## config.mk

```make
export PLATFORM = sky130hd
export DESIGN_NAME = line_fill_arbiter
export DESIGN_NICKNAME = d
export VERILOG_FILES = /design/src/rtl/kasumi_mem_pkg.sv /design/src/rtl/rr_arbiter.sv /design/src/rtl/line_fill_arbiter.sv
export SDC_FILE = /design/constraint.sdc
export NUM_CORES = 1
export LEC_CHECK = 0
export BUFFER_PORTS_ARGS = -buffer_cell sky130_fd_sc_hd__buf_2
export CORE_AREA = 2 2 414 416
export CTS_BUF_LIST = sky130_fd_sc_hd__clkbuf_4 sky130_fd_sc_hd__clkbuf_8
export CTS_CLUSTER_SIZE = 30
export DETAILED_ROUTE_END_ITERATION = 10
export DIE_AREA = 0 0 416 418
export PLACE_DENSITY = 0.34
export SKIP_LAST_GASP = 1
export SLEW_MARGIN = 30
export SYNTH_ARGS = -nofsm -noshare
export SYNTH_HDL_FRONTEND = slang
export SYNTH_SLANG_ARGS = --single-unit
```

## constraint.sdc

```tcl
create_clock -name clk -period 1.7 [get_ports clk]
set_input_delay 0.255 -clock clk [delete_from_list [all_inputs] [get_ports clk]]
set_output_delay 0.255 -clock clk [all_outputs]
set_load 0.005 [all_outputs]
```

## src/rtl/kasumi_mem_pkg.sv

```systemverilog
`default_nettype none
// ============================================================================
//  Package     : kasumi_mem_pkg
//  Description : Shared types and width helpers for the memory-fill blocks.
//  Revision    : 1.0 - initial release
// ============================================================================
package kasumi_mem_pkg;

  // Line-fill controller states
  typedef enum logic [1:0] {
    ST_IDLE = 2'd0,
    ST_FILL = 2'd1,
    ST_HOLD = 2'd2
  } fill_state_e;

  // Bits needed to index n items, never less than 1 so single-entry
  // configurations still get a real vector.
  function automatic int calc_width(input int n);
    calc_width = (n <= 2) ? 1 : $clog2(n);
  endfunction

endpackage : kasumi_mem_pkg
`default_nettype wire

```

## src/rtl/rr_arbiter.sv

```systemverilog
`default_nettype none
// ============================================================================
//  Module      : rr_arbiter
//  Description : Round-robin arbiter. The search starts at the channel after
//                the last accepted grant; channel 0 has first priority out of
//                reset. The pointer only advances when the grant is accepted.
//  Revision    : 1.0 - initial release
// ============================================================================
module rr_arbiter #(
  parameter int NUM_CH = 2,
  parameter int CW     = 1
) (
  input  logic              clk,
  input  logic              reset,
  input  logic [NUM_CH-1:0] req_i,
  input  logic              accept_i,
  output logic [NUM_CH-1:0] gnt_o,
  output logic [CW-1:0]     gnt_idx_o
);

  logic [CW-1:0] ptr_q;
  logic [CW-1:0] ptr_d;
  logic [CW:0]   cand;
  logic [CW:0]   nxt;
  logic          found;

  // Scan channels starting at the pointer, wrapping modulo NUM_CH
  always_comb begin
    gnt_o     = '0;
    gnt_idx_o = '0;
    found     = 1'b0;
    cand      = '0;
    for (int i = 0; i < NUM_CH; i++) begin
      cand = {1'b0, ptr_q} + (CW+1)'(i);
      if (cand >= (CW+1)'(NUM_CH)) begin
        cand = cand - (CW+1)'(NUM_CH);
      end
      if (!found && req_i[cand[CW-1:0]]) begin
        found     = 1'b1;
        gnt_idx_o = cand[CW-1:0];
      end
    end
    if (found) begin
      gnt_o[gnt_idx_o] = 1'b1;
    end
  end

  // Next pointer is the channel after the accepted grant
  always_comb begin
    ptr_d = ptr_q;
    nxt   = {1'b0, gnt_idx_o} + (CW+1)'(1);
    if (nxt >= (CW+1)'(NUM_CH)) begin
      nxt = '0;
    end
    if (accept_i && found) begin
      ptr_d = nxt[CW-1:0];
    end
  end

  // Pointer register
  always_ff @(posedge clk or negedge reset) begin
    if (!reset) begin
      ptr_q <= '0;
    end else begin
      ptr_q <= ptr_d;
    end
  end

endmodule : rr_arbiter
`default_nettype wire

```

## src/rtl/line_fill_arbiter.sv

```systemverilog
`default_nettype none
// ============================================================================
//  Module      : line_fill_arbiter
//  Description : Arbitrates line-fill requests from several cache channels,
//                streams BEATS beats of a line from memory and writes them
//                into the granted channel's line buffer with one cycle of
//                latency. A completed request is held until it is dropped so
//                it cannot be served twice.
//  Revision    : 1.0 - initial release
// ============================================================================
module line_fill_arbiter
  import kasumi_mem_pkg::*;
#(
  parameter int  NUM_CH = 2,
  parameter int  BEATS  = 64,
  parameter int  IDX_W  = 2,
  parameter int  DATA_W = 512,
  localparam int BW     = calc_width(BEATS),
  localparam int CW     = calc_width(NUM_CH)
) (
  input  logic                      clk,
  input  logic                      reset,
  input  logic [NUM_CH-1:0]         req,
  input  logic [NUM_CH*IDX_W-1:0]   req_idx,
  input  logic [DATA_W-1:0]         mem_rdata,
  input  logic                      mem_rvalid,
  output logic                      mem_req,
  output logic [CW+IDX_W+BW-1:0]    mem_raddr,
  output logic [NUM_CH-1:0]         wr_line,
  output logic [IDX_W+BW-1:0]       wr_addr,
  output logic [DATA_W-1:0]         wr_data,
  output logic [NUM_CH-1:0]         done,
  output logic                      busy
);

  localparam logic [BW-1:0] LAST_BEAT = BW'(BEATS - 1);

  fill_state_e          state_q, state_d;
  logic [NUM_CH-1:0]    gnt_oh_q, gnt_oh_d;
  logic [CW-1:0]        gnt_idx_q, gnt_idx_d;
  logic [IDX_W-1:0]     idx_q, idx_d;
  logic [BW-1:0]        beat_q, beat_d;
  logic [NUM_CH-1:0]    wr_line_q, wr_line_d;
  logic [IDX_W+BW-1:0]  wr_addr_q, wr_addr_d;
  logic [DATA_W-1:0]    wr_data_q, wr_data_d;
  logic [NUM_CH-1:0]    done_q, done_d;

  logic [NUM_CH-1:0]    arb_gnt;
  logic [CW-1:0]        arb_idx;
  logic                 arb_accept;
  logic [IDX_W-1:0]     sel_idx;
  logic                 req_held;

  rr_arbiter #(
    .NUM_CH (NUM_CH),
    .CW     (CW)
  ) u_rr_arbiter (
    .clk       (clk),
    .reset     (reset),
    .req_i     (req),
    .accept_i  (arb_accept),
    .gnt_o     (arb_gnt),
    .gnt_idx_o (arb_idx)
  );

  // Pick the line index of whichever channel the arbiter is offering
  always_comb begin
    sel_idx = '0;
    for (int c = 0; c < NUM_CH; c++) begin
      if (arb_idx == CW'(c)) begin
        sel_idx = req_idx[c*IDX_W +: IDX_W];
      end
    end
  end

  // The granted channel still wants its line
  assign req_held = |(req & gnt_oh_q);

  // Next-state and registered-output logic of the fill sequencer
  always_comb begin
    state_d    = state_q;
    gnt_oh_d   = gnt_oh_q;
    gnt_idx_d  = gnt_idx_q;
    idx_d      = idx_q;
    beat_d     = beat_q;
    wr_line_d  = '0;
    wr_addr_d  = wr_addr_q;
    wr_data_d  = wr_data_q;
    done_d     = '0;
    arb_accept = 1'b0;
    case (state_q)
      ST_IDLE: begin
        if (|req) begin
          arb_accept = 1'b1;
          gnt_oh_d   = arb_gnt;
          gnt_idx_d  = arb_idx;
          idx_d      = sel_idx;
          beat_d     = '0;
          state_d    = ST_FILL;
        end
      end
      ST_FILL: begin
        // A withdrawn request abandons the line; written beats are kept
        if (!req_held) begin
          state_d = ST_IDLE;
        end else if (mem_rvalid) begin
          wr_line_d = gnt_oh_q;
          wr_addr_d = {idx_q, beat_q};
          wr_data_d = mem_rdata;
          if (beat_q == LAST_BEAT) begin
            done_d  = gnt_oh_q;
            state_d = ST_HOLD;
          end else begin
            beat_d = beat_q + BW'(1);
          end
        end
      end
      ST_HOLD: begin
        if (!req_held) begin
          state_d = ST_IDLE;
        end
      end
      default: begin
        state_d = ST_IDLE;
      end
    endcase
  end

  // State and output registers
  always_ff @(posedge clk or negedge reset) begin
    if (!reset) begin
      state_q   <= ST_IDLE;
      gnt_oh_q  <= '0;
      gnt_idx_q <= '0;
      idx_q     <= '0;
      beat_q    <= '0;
      wr_line_q <= '0;
      wr_addr_q <= '0;
      wr_data_q <= '0;
      done_q    <= '0;
    end else begin
      state_q   <= state_d;
      gnt_oh_q  <= gnt_oh_d;
      gnt_idx_q <= gnt_idx_d;
      idx_q     <= idx_d;
      beat_q    <= beat_d;
      wr_line_q <= wr_line_d;
      wr_addr_q <= wr_addr_d;
      wr_data_q <= wr_data_d;
      done_q    <= done_d;
    end
  end

  assign mem_req   = (state_q == ST_FILL);
  assign busy      = (state_q != ST_IDLE);
  assign mem_raddr = {gnt_idx_q, idx_q, beat_q};
  assign wr_line   = wr_line_q;
  assign wr_addr   = wr_addr_q;
  assign wr_data   = wr_data_q;
  assign done      = done_q;

endmodule : line_fill_arbiter
`default_nettype wire

```

* Word-level counts from Yosys, hierarchy flattened
Index checks and enable logic that the tools add are counted.
** Storage, ports and cells
- Register bits :: 538
- Input bits :: 521
- Output and inout port bits :: 535
- Logic and storage cells :: 81
** Cells by class
- $add $sub $neg :: 5
- Order comparisons :: 7
- Equal/unequal tests :: 10
- Muxes and demuxes :: 35
- Bitwise operators :: 1
- Reductions and logical operators :: 13
** Operator list (count)
- 2-bit 2-to-1 mux :: 14
- 6-bit 2-to-1 mux :: 4
- 1-bit 2-to-1 mux :: 14
- 6-bit one-hot mux with 2 select lines :: 1
- 2-bit != test, second input constant :: 4
- 6-bit by 1-bit adder with 6-bit output, second input constant :: 1
- 6-bit equality test, second input constant :: 1
- 1-bit by 2-bit < comparator with 1-bit output, second input constant :: 3
- 2-bit one-hot mux with 3 select lines :: 1
- 5-bit AND reduction :: 1
- 1-bit by 1-bit adder with 2-bit output, second input constant :: 2
- 2-bit greater-or-equal comparator, second input constant :: 2
- 4-bit AND reduction :: 1
- 2-bit nonzero test :: 2
- 2-bit OR reduction :: 2
- 1-bit logical AND :: 3
- 3-bit by 2-bit != test with 1-bit output, second input constant :: 1
- 3-bit != test, second input constant :: 1
- 3-bit AND reduction :: 1
- 2-bit AND :: 1
- 2-bit by 1-bit equality test with 1-bit output, second input constant :: 1
- 2-bit equality test, second input constant :: 1
- 1-bit by 2-bit greater-or-equal comparator with 1-bit output, second input constant :: 1
- 2-bit zero test :: 1
- other kinds (6) :: 7

* Depth between registers and ports, before layout
Gate-level depths: netlist of the first run.
- Depth in word-level cells :: 13
- Mapped depth :: 8

* Cells and area by module
From an unflattened synthesis of the first run, not the netlist that was laid out.
** Unflattened totals
- Cell total of the unflattened synthesis :: 2288
- Area, all modules :: 20349.5 um^2
** Modules (own cells, without submodules)
- line_fill_arbiter :: instances 1, cells each 2281, area each 20287.0 um^2, sequential area each 13437.9 um^2
- rr_arbiter :: instances 1, cells each 7, area each 62.6 um^2, sequential area each 25.0 um^2

* Least setup slack after synthesis of the first run
Ideal clock, no wire load.
- Path type :: register to register
- Start :: register state_q[0]
- End :: register beat_q[1]
- Library setup time :: 79 ps
- Data arrival time :: 1347 ps
- Required time :: 1621 ps
- Path slack :: 274 ps
- Cell stages (with the launch flop) :: 6
- Path buffers :: 1
- Period minus slack after synthesis :: 1426 ps
- Cell sequence :: dfrtp_1 or2_2 or2_0 buf_2 o21ai_4 mux2i_1
** On the way
- Word-level cells in the longest chain between the ends :: 3
- Elaborated cells between the ends (all ways) :: 9
- Classes of those cells :: 5 x eq/ne; 1 x mux; 3 x reduce/logical
** RTL lines
- start: declaration :: RTL line line_fill_arbiter.sv:38 : fill_state_e state_q, state_d;
- start signal: assignment :: RTL line line_fill_arbiter.sv:142 : state_q <= state_d;
- 2-bit by 1-bit equality test with 1-bit output / 2-bit zero test (equally long branches) :: RTL line line_fill_arbiter.sv:91 : case (state_q)
- 2-bit != test (no line), or another cell as far along
- 5-bit AND reduction (no line)
- end signal: assignment :: RTL line line_fill_arbiter.sv:146 : beat_q <= beat_d;
- end: declaration :: RTL line line_fill_arbiter.sv:42 : logic [BW-1:0] beat_q, beat_d;
Parallel ways exist; a longest one is shown, timed or not.
A chain may end at the register's enable or synchronous reset.

* Final worst setup path of the first run
- Start :: register state_q[0]
- End :: register wr_data_q[271], in the netlist wr_data[271]
** On the way
- Word-level cells in the longest chain between the ends :: 2
** RTL lines
- 2-bit by 1-bit equality test with 1-bit output :: RTL line line_fill_arbiter.sv:91
- 3-bit AND reduction (no line)
- end signal: assignment :: RTL line line_fill_arbiter.sv:149 : wr_data_q <= wr_data_d;
- end: declaration :: RTL line line_fill_arbiter.sv:45 : logic [DATA_W-1:0] wr_data_q, wr_data_d;
Every way passes these cells.

==> metrics.md, run 1 <==
| Metric | Value |
|---|---|
| Status | finished, violations left |
| Failing checks | negative setup slack |
| Critical path peak fanout | 7 |
| Vias in the first global route | 23.0k |
| Nets | 4695 |
| Worst-Margin Slew | 0.584 ns |
| Root Driver | clkbuf_8 |
| Async set-reset flop share out of synthesis | 1.00 |
| Cell mode on critical path | buf_12 |
| CTS tree | built |
| Post-synthesis register bit count | 538 |
| Max-slew violation count | 0 |
| Wire per inst | 19.1 um |
| DR vias/cell | 3.47 |
| H-tree lvl count | 3 |
| FF-to-FF End | wr_data[271] |
| Final Core Density | 0.240 |
| Std-Cell Rows | 151 |
| VDD IR max | 620 uV |
| Crit. End Element | flip-flop |
| Most common cell after layout, fill and taps aside | nand2_1 |
| Worst-path clk slew | 0.05 ns |
| Proportion of synthesized area in mux cells | 0.00152 |
| Main combinational cell family by area after synthesis | simple AND/OR/NAND/NOR gates |
| Yosys warnings | 0 |
| I/O pins | 1056 |
| Final setup fails | 384 |
| Synth Cell Area | 20600 sq um |
| Min setup slack post-route | -0.238 ns |
| Final Hold Viols | 0 |
| Synth cell types | 34 |
| DRC | 0 |
| Syn Nets | 2799 |
| Pre-antenna DRT Iters | 5 |
| Vias | 22.4k |
| Post-synth top area cell | dfrtp_1 |
| Die ar. | 174000 sq um |
| Worst path required time | 2.41 ns |
| Fmax | 516 MHz |
| Hold Crit Class | in -> async |
| Fraction of the mapped netlist area in adder cells | 0.000607 |
| Commonest non-fill, non-tap cells in the layout | nand2_1, buf_2, dlygate4sd3_1 |
| Startpoint types | flip-flop |
| Final Hold Slack | 0.111 ns |
| Power per cell area | 1550 nW/um^2 |
| CP Cell Sequence | buf_6 > nand2b_4 > inv_4 > buf_4 > and3_4 > buf_12 > buf_16 > buf_12 > buf_12 > buf_12 > nand2_1 > nand2_1 |
| Post-Route WL | 124000 um |
| Critical path class | reg -> reg |
| Register area share after synthesis | 0.653 |
| Post-synthesis compound-gate area fraction | 0.00734 |
| Ys flop type | dfrtp_1 |
| Final setup skew | 0.0432 ns |
| P_leak | 21.7 nW |
| Chip height | 418 um |
| Max-cap viol count | 0 |
| Mean post-synth cell area | 9.06 sq um |
| CTS sink cnt | 538 |
| Largest cells by area after synthesis | dfrtp_1, nand2_1, buf_6 |
| R2R setup slack | -0.24 ns |
| Final Cycle Share | 1.14 |
| Slew HR | 0.611 |
| TritonCTS Buffers | 107 |
| Layout cells sized above 1 | 0.392 |
| RSZ-0062 raised after global routing | true |
| Synthesis-to-layout area growth | 96.8% |
| I/O Buffers | 1055 |
| Post-Synthesis Cells | 2277 |
| Core Area | 169000 sq um |
| Post-synthesis xor/xnor area fraction | 0 |
| R2R depth | 12 |
| Routed Antenna Nets | 0 |
| Total grt overflow | 0 |
| DR iter-0 viols | 1105 |
| Die W | 416 um |
| Initial antenna violation count | 32 |
| GP Congestion | 0.875 |
| DP Wirelength | 93600 um |
| Worst-Skew Late Latency | 0.85 ns |
| Placed Area | 29300 sq um |
| Slowest cell on the critical path | dfrtp_1 |
| Global-route wire length before repair | 167000 um |
| Total GRT Usage | 0.132 |
| Critical Path AT | 2.64 ns |
| Top cell type's share of synthesized area | 0.653 |
| Starting Density | 0.122 |
| CP max stage delay | 0.40 ns |
| Final Cell Area | 40600 sq um |
| FF-to-FF Start | state_q[0] |
| Simple-Gate Fraction of Synth Area | 0.292 |
| Number of synthesized flops with an enable pin | 0 |
| Deepest clock path buffer count | 3 |
| Place WS | -0.0448 ns |
| Min Tclk post-route | 1.94 ns |
| Largest net degree at the start of global routing | 69 |
## how the worst max path moves through the flow
stage,start,to,slack [ns],depth (start not counted)
after floorplan,state_q[0],beat_q[1],0.27,5
after global placement,req[0],wr_data[59],-0.04,8
after detailed placement,req[0],wr_data[35],-0.04,8
after CTS,state_q[0],mem_req,-0.36,5
after global routing,state_q[0],mem_req,-0.37,5
final,state_q[0],wr_data[271],-0.24,12
## layer usage
layer | track usage | vias to the layer above | share of wire
met5 | 0 | - | 0.00015
met3 | 0.0401 | 203 | 0.063
met1 | 0.164 | 10800 | 0.42
met2 | 0.218 | 691 | 0.49
li1 | - | 10700 | -
met4 | 0.0429 | 2 | 0.025
## area by class of cell
cell class / count / area (sq um)
timing repair buffer: 1905 / 15400
clock buffer: 158 / 1960
fill: 18600 / 129000
sequential: 538 / 13500
multi-input combinational: 1612 / 6660
inverter: 9 / 36.3
tap: 2218 / 2780
clock inverter: 24 / 262
antenna: 13 / 32.5
## worst max-delay path: cells and delay by family, from the launching register on
family,cells,cell delay (ns)
buf+inv,8,0.98
simple gates,4,0.42
flops,1,0.40
## timing repair
| action | CTS | global route |
|---|---|---|
| hold buffers | 533 | 0 |
| gates cloned | 0 | 35 |
| setup endpoints to repair | 528 | 642 |
| resized for setup | 227 | 218 |
| pin swaps | 1 | 21 |
| hold endpoints to repair | 1059 | 0 |
| setup buffers | 93 | 48 |
## state kept, by name, summed over array words and instances (netlist names)
register / count
beat_q: 6
state_q: 2
wr_line: 2
u_rr_arbiter.ptr_q: 1
done: 2
gnt_oh_q: 2
idx_q: 2
wr_addr: 8
wr_data: 512
gnt_idx_q: 1
## power by group
group / internal, mW / leakage, nW / switching, mW
sequential: 18.6 / 6.75 / 3.62
clock: 7.93 / 1.18 / 6.35
combinational: 13.4 / 13.7 / 12.8
total: 40.0 / 21.7 / 22.8
## synthesized netlist by cell type (3+ instances only)
| library cell | count |
|---|---|
| buf_4 | 4 |
| buf_6 | 54 |
| and3_1 | 4 |
| nand3_1 | 8 |
| dfrtp_1 | 538 |
| clkbuf_1 | 23 |
| o21ai_0 | 10 |
| nor3_1 | 4 |
| nand2_1 | 1557 |
| inv_1 | 8 |
| buf_2 | 37 |
| o211ai_1 | 3 |
## stage by stage
step	setup TNS [ns]	power, mW	std cells
after global placement	-0.854	41.9	5578
final	-36.16	62.8	6477
after floorplan	0	29.4	2277
after global routing	-94.86	67.2	6477
after CTS	-20.69	61.4	6384
after detailed placement	-0.823	41.9	5578
## kinds of logic (layout without fill, tap and decap cells)
logic type,count (synthesis),in the layout
compound gates,23,23
fa+ha+maj,1,1
buf+inv,127,2096
flops,538,538
mux,3,3
other cells,0,13
simple gates,1585,1585
Power figures use the tool's default switching activity.
==> inputs of run 2 (changes only) <==
--- a/config.mk
+++ b/config.mk
@@ -5,13 +5,14 @@
 export SDC_FILE = /design/constraint.sdc
 export NUM_CORES = 1
 export LEC_CHECK = 0
+export ABC_AREA = 1
 export BUFFER_PORTS_ARGS = -buffer_cell sky130_fd_sc_hd__buf_2
-export CORE_AREA = 2 2 414 416
+export CORE_AREA = 2 2 409 411
 export CTS_BUF_LIST = sky130_fd_sc_hd__clkbuf_4 sky130_fd_sc_hd__clkbuf_8
 export CTS_CLUSTER_SIZE = 30
 export DETAILED_ROUTE_END_ITERATION = 10
-export DIE_AREA = 0 0 416 418
-export PLACE_DENSITY = 0.34
+export DIE_AREA = 0 0 411 413
+export PLACE_DENSITY = 0.35
 export SKIP_LAST_GASP = 1
 export SLEW_MARGIN = 30
 export SYNTH_ARGS = -nofsm -noshare
==> run 2 against run 1 <==
- global-route usage grew 0.60 points
- largest cell class unchanged
- highest routed layer unchanged
- count of clock-buffer cells in the layout grew 22
- non-clock buffer count grew 5
- cell count grew 0.80%
- sequential cell count is the same
- the run still ends with negative setup slack left
- largest power group unchanged
- register-to-register slack gained 0.02 ns
- critical path type unchanged
==> metrics.md, run 2 <==
| Metric | Value |
|---|---|
| Chip height | 413 um (-1.2%) |
| Simple-Gate Fraction of Synth Area | 0.317 (+0.0252) |
| Min setup slack post-route | -0.222 ns (+0.0162 ns) |
| Synthesis-to-layout area growth | 98.7% |
| Starting Density | 0.129 (+0.00688) |
| Critical Path AT | 2.66 ns (+0.02 ns) |
| Pre-antenna DRT Iters | 7 (+2) |
| Worst-Skew Late Latency | 0.86 ns (about the same) |
| Vias | 24.0k (+7.1%) |
| Post-Synthesis Cells | 2367 (+4.0%) |
| DP Wirelength | 92300 um (-1.4%) |
| Crit path from | state_q[1] |
| GRT Max-Usage Layer | met2 |
| DR vias/cell | 3.68 (+6.2%) |
| Final setup fails | 540 (+41%) |
| Clock power frac | 0.214 (-0.013) |
| Commonest non-fill, non-tap cells in the layout | nand2_1, buf_2, dfrtp_1 |
| FF-to-FF End | wr_data[334] |
| Crit. End Element | flip-flop |
| Std-Cell Rows | 150 (-0.66%) |
| Min Tclk post-route | 1.92 ns (-0.0162 ns) |
| Seq pwr share | 0.323 (-0.031) |
| Routed Antenna Nets | 0 (unchanged) |
| Initial antenna violation count | 25 (-22%) |
| Yosys warnings | 0 (unchanged) |
| Most frequent cell after synthesis | nand2_1 |
| FF-to-FF Start | state_q[1] |
| Wire per inst | 20.5 um (+7.0%) |
| I/O pins | 1056 (unchanged) |
| Post-synthesis xor/xnor area fraction | 0 (unchanged) |
| Max-slew violation count | 0 (unchanged) |
| Sw Pwr | 26.7 mW (+17%) |
| Die ar. | 170000 sq um (-2.4%) |
| Hold Crit Class | in -> async |
| Top cell type's share of synthesized area | 0.630 (-0.0230) |
| Post-Route WL | 134000 um (+7.8%) |
| Worst-Margin Slew | 0.661 ns (+0.0771 ns) |
| Nets | 4741 (+0.98%) |
| Fraction of the mapped netlist area in adder cells | 0.000585 (-0.0000214) |
| Comb power frac | 0.463 (+0.044) |
| DR iter-0 viols | 1495 (+35%) |
| Global-route wire length before repair | 172000 um (+3.4%) |
| RSZ-0062 raised after global routing | true |
| Mean post-synth cell area | 9.03 sq um (-0.29%) |
| Placed Instances | 5573 (-0.090%) |
| Slew HR | 0.559 (-0.0514) |
| Synth Cell Area | 21400 sq um (+3.7%) |
| Post-synthesis compound-gate area fraction | 0.00392 (-0.00342) |
| Post-synth top area cell | dfrtp_1 |
| Met2 Usage GRT | 0.245 (+0.0270) |
| Startpoint types | flip-flop |
| VDD IR max | 736 uV (+19%) |
| Proportion of synthesized area in mux cells | 0 (-0.00152) |
| Register area share after synthesis | 0.630 (-0.0230) |
| Fmax | 520 MHz (+0.84%) |
| Power per cell area | 1630 nW/um^2 (+5.0%) |
| Total grt overflow | 0 (unchanged) |
| Root Driver | clkbuf_8 |
| Switching share of power | 0.387 (+0.0234) |
| H-tree lvl count | 3 (unchanged) |
| CTS tree | built |
| Worst path required time | 2.44 ns (+0.03 ns) |
| Syn Nets | 2889 (+3.2%) |
| Met3 usage | 0.0402 (+0.000121) |
| Final Hold Viols | 0 (unchanged) |
| Core Area | 166000 sq um (-1.9%) |
| Largest cells by area after synthesis | dfrtp_1, nand2_1, nand3_1 |
| Max reg flops | 512 (unchanged) |
| Commonest cells post-synth | nand2_1, dfrtp_1, nand3_1 |
| Critical path class | reg -> reg |
| TritonCTS Buffers | 111 (+3.7%) |
| Total GRT Usage | 0.138 (+0.00603) |
| Setup TNS | -63.82 ns (-27.66 ns) |
| Final setup skew | 0.0363 ns (-0.00682 ns) |
| Largest net degree at the start of global routing | 97 (+41%) |
| Status | finished, violations left |
| Vias in the first global route | 24.0k (+4.6%) |
| Async set-reset flop share out of synthesis | 1.00 (unchanged) |
| DRC | 0 (unchanged) |
| R2R depth | 12 (unchanged) |
| Critical path peak fanout | 8 (+1) |
| Die W | 411 um (-1.2%) |
| Synth cell types | 24 (-29%) |
| P_leak | 22.1 nW (+2.0%) |
| Ys flop type | dfrtp_1 |
| CTS sink cnt | 538 (unchanged) |
| I/O Buffers | 1055 (unchanged) |
| Internal power | 42.3 mW (+5.9%) |
| Layout cells sized above 1 | 0.406 (+0.0144) |
| GP Congestion | 0.795 (-9.1%) |
| Final Cycle Share | 1.13 (-0.00951) |
| Max-cap viol count | 0 (unchanged) |
| Worst-path clk slew | 0.06 ns (about the same) |
| Main combinational cell family by area after synthesis | simple AND/OR/NAND/NOR gates |
| Number of synthesized flops with an enable pin | 0 (unchanged) |
| Finished Layout Cells | 6529 (+0.80%) |
| Failing checks | negative setup slack |
| Routing usage on met1 | 0.161 (-0.00361) |
| Most common cell after layout, fill and taps aside | nand2_1 |
| Deepest clock path buffer count | 3 (unchanged) |
| R2R setup slack | -0.22 ns (+0.02 ns) |
| Post-synthesis register bit count | 538 (unchanged) |
[run 2: cell count changes in the layout (fill, tap and decap cells not counted), sizes merged, moves of 8 or more]
cell	before	now
nand3	9	526
nand2	1557	1074
clkbuf	190	230
nor2	2	17
diode	13	23
dlygate4sd3	532	523
inv	12	20
[run 2: kinds of logic after synthesis]
| kind of cell | count (synthesis) |
|---|---|
| AOI/OAI and AO/OA | 16 |
| DFF | 538 |
| and+or+nand+nor | 1620 |
| adders and majority gates | 1 |
| buffers and inverters | 192 |
[run 2: stage by stage]
step	hold WS (ns)	area, sq um	total power [mW]	setup WS (ns)	utilization
floorplan	-0.0406	21400	30.7	0.312	-
global placement	0.151	29900	44.9	0.0201	0.180
detailed placement	0.150	29900	44.9	0.0279	0.180
CTS	0.00661	39700	65.9	-0.306	0.239
global route	0.0547	42500	73.8	-0.315	0.256
finish	0.116	42500	69.0	-0.222	0.256
[run 2: what timing repair did]
item | CTS | global route
hold endpoints to repair | 1064 | 0
pin swaps | 1 | 21
buffers inserted | 129 | 25
gates cloned | 0 | 61
hold buffers | 523 | 0
resized for setup | 329 | 285
endpoints found under the setup margin | 532 | 897
[run 2: power groups by stage]
stage | Combinational [mW] | Sequential, mW | Clock [mW]
global route | 34.8 | 22.9 | 16.0
detailed placement | 23.2 | 21.7 | 0
global placement | 23.2 | 21.6 | 0
floorplan | 8.69 | 22.0 | 0
finish | 32.0 | 22.3 | 14.8
CTS | 28.5 | 22.0 | 15.5
[run 2: area by class of cell]
class                   count  area (sq um)
fillers                 18200        123000
repair buffers           1910         16100
flip-flops and latches    538         13500
multi-input cells        1639          7650
well taps                2204          2760
clock buffers             180          2200
clock inverters            16           138
inverters                  19          73.8
diodes                     23          57.6
[run 2: layer usage]
metal	wire length [um]	share of wire	vias up
met5	68	0.00051	-
met3	8470	0.063	188
met2	68500	0.51	788
li1	-	-	11400
met1	53500	0.40	11700
met4	3240	0.024	10
[run 2: worst max-delay path by stage]
stage,endpoint,slack (ns),depth (start not counted)
after CTS,mem_req,-0.31,5
final,wr_data[334],-0.22,12
after global placement,wr_data[382],0.02,7
after detailed placement,wr_data[382],0.03,7
after global routing,mem_req,-0.32,5
after floorplan,beat_q[0],0.31,8
[run 2: critical path: stages (launching register included)]
cell and delay [ns]:
dfrtp_1 0.40, inv_2 0.09, nand2_4 0.05, buf_4 0.13, buf_6 0.11, nor2_4 0.10, buf_12 0.14, buf_12 0.10
buf_16 0.14, buf_16 0.17, buf_4 0.18, nand3_1 0.11, nand2_1 0.09
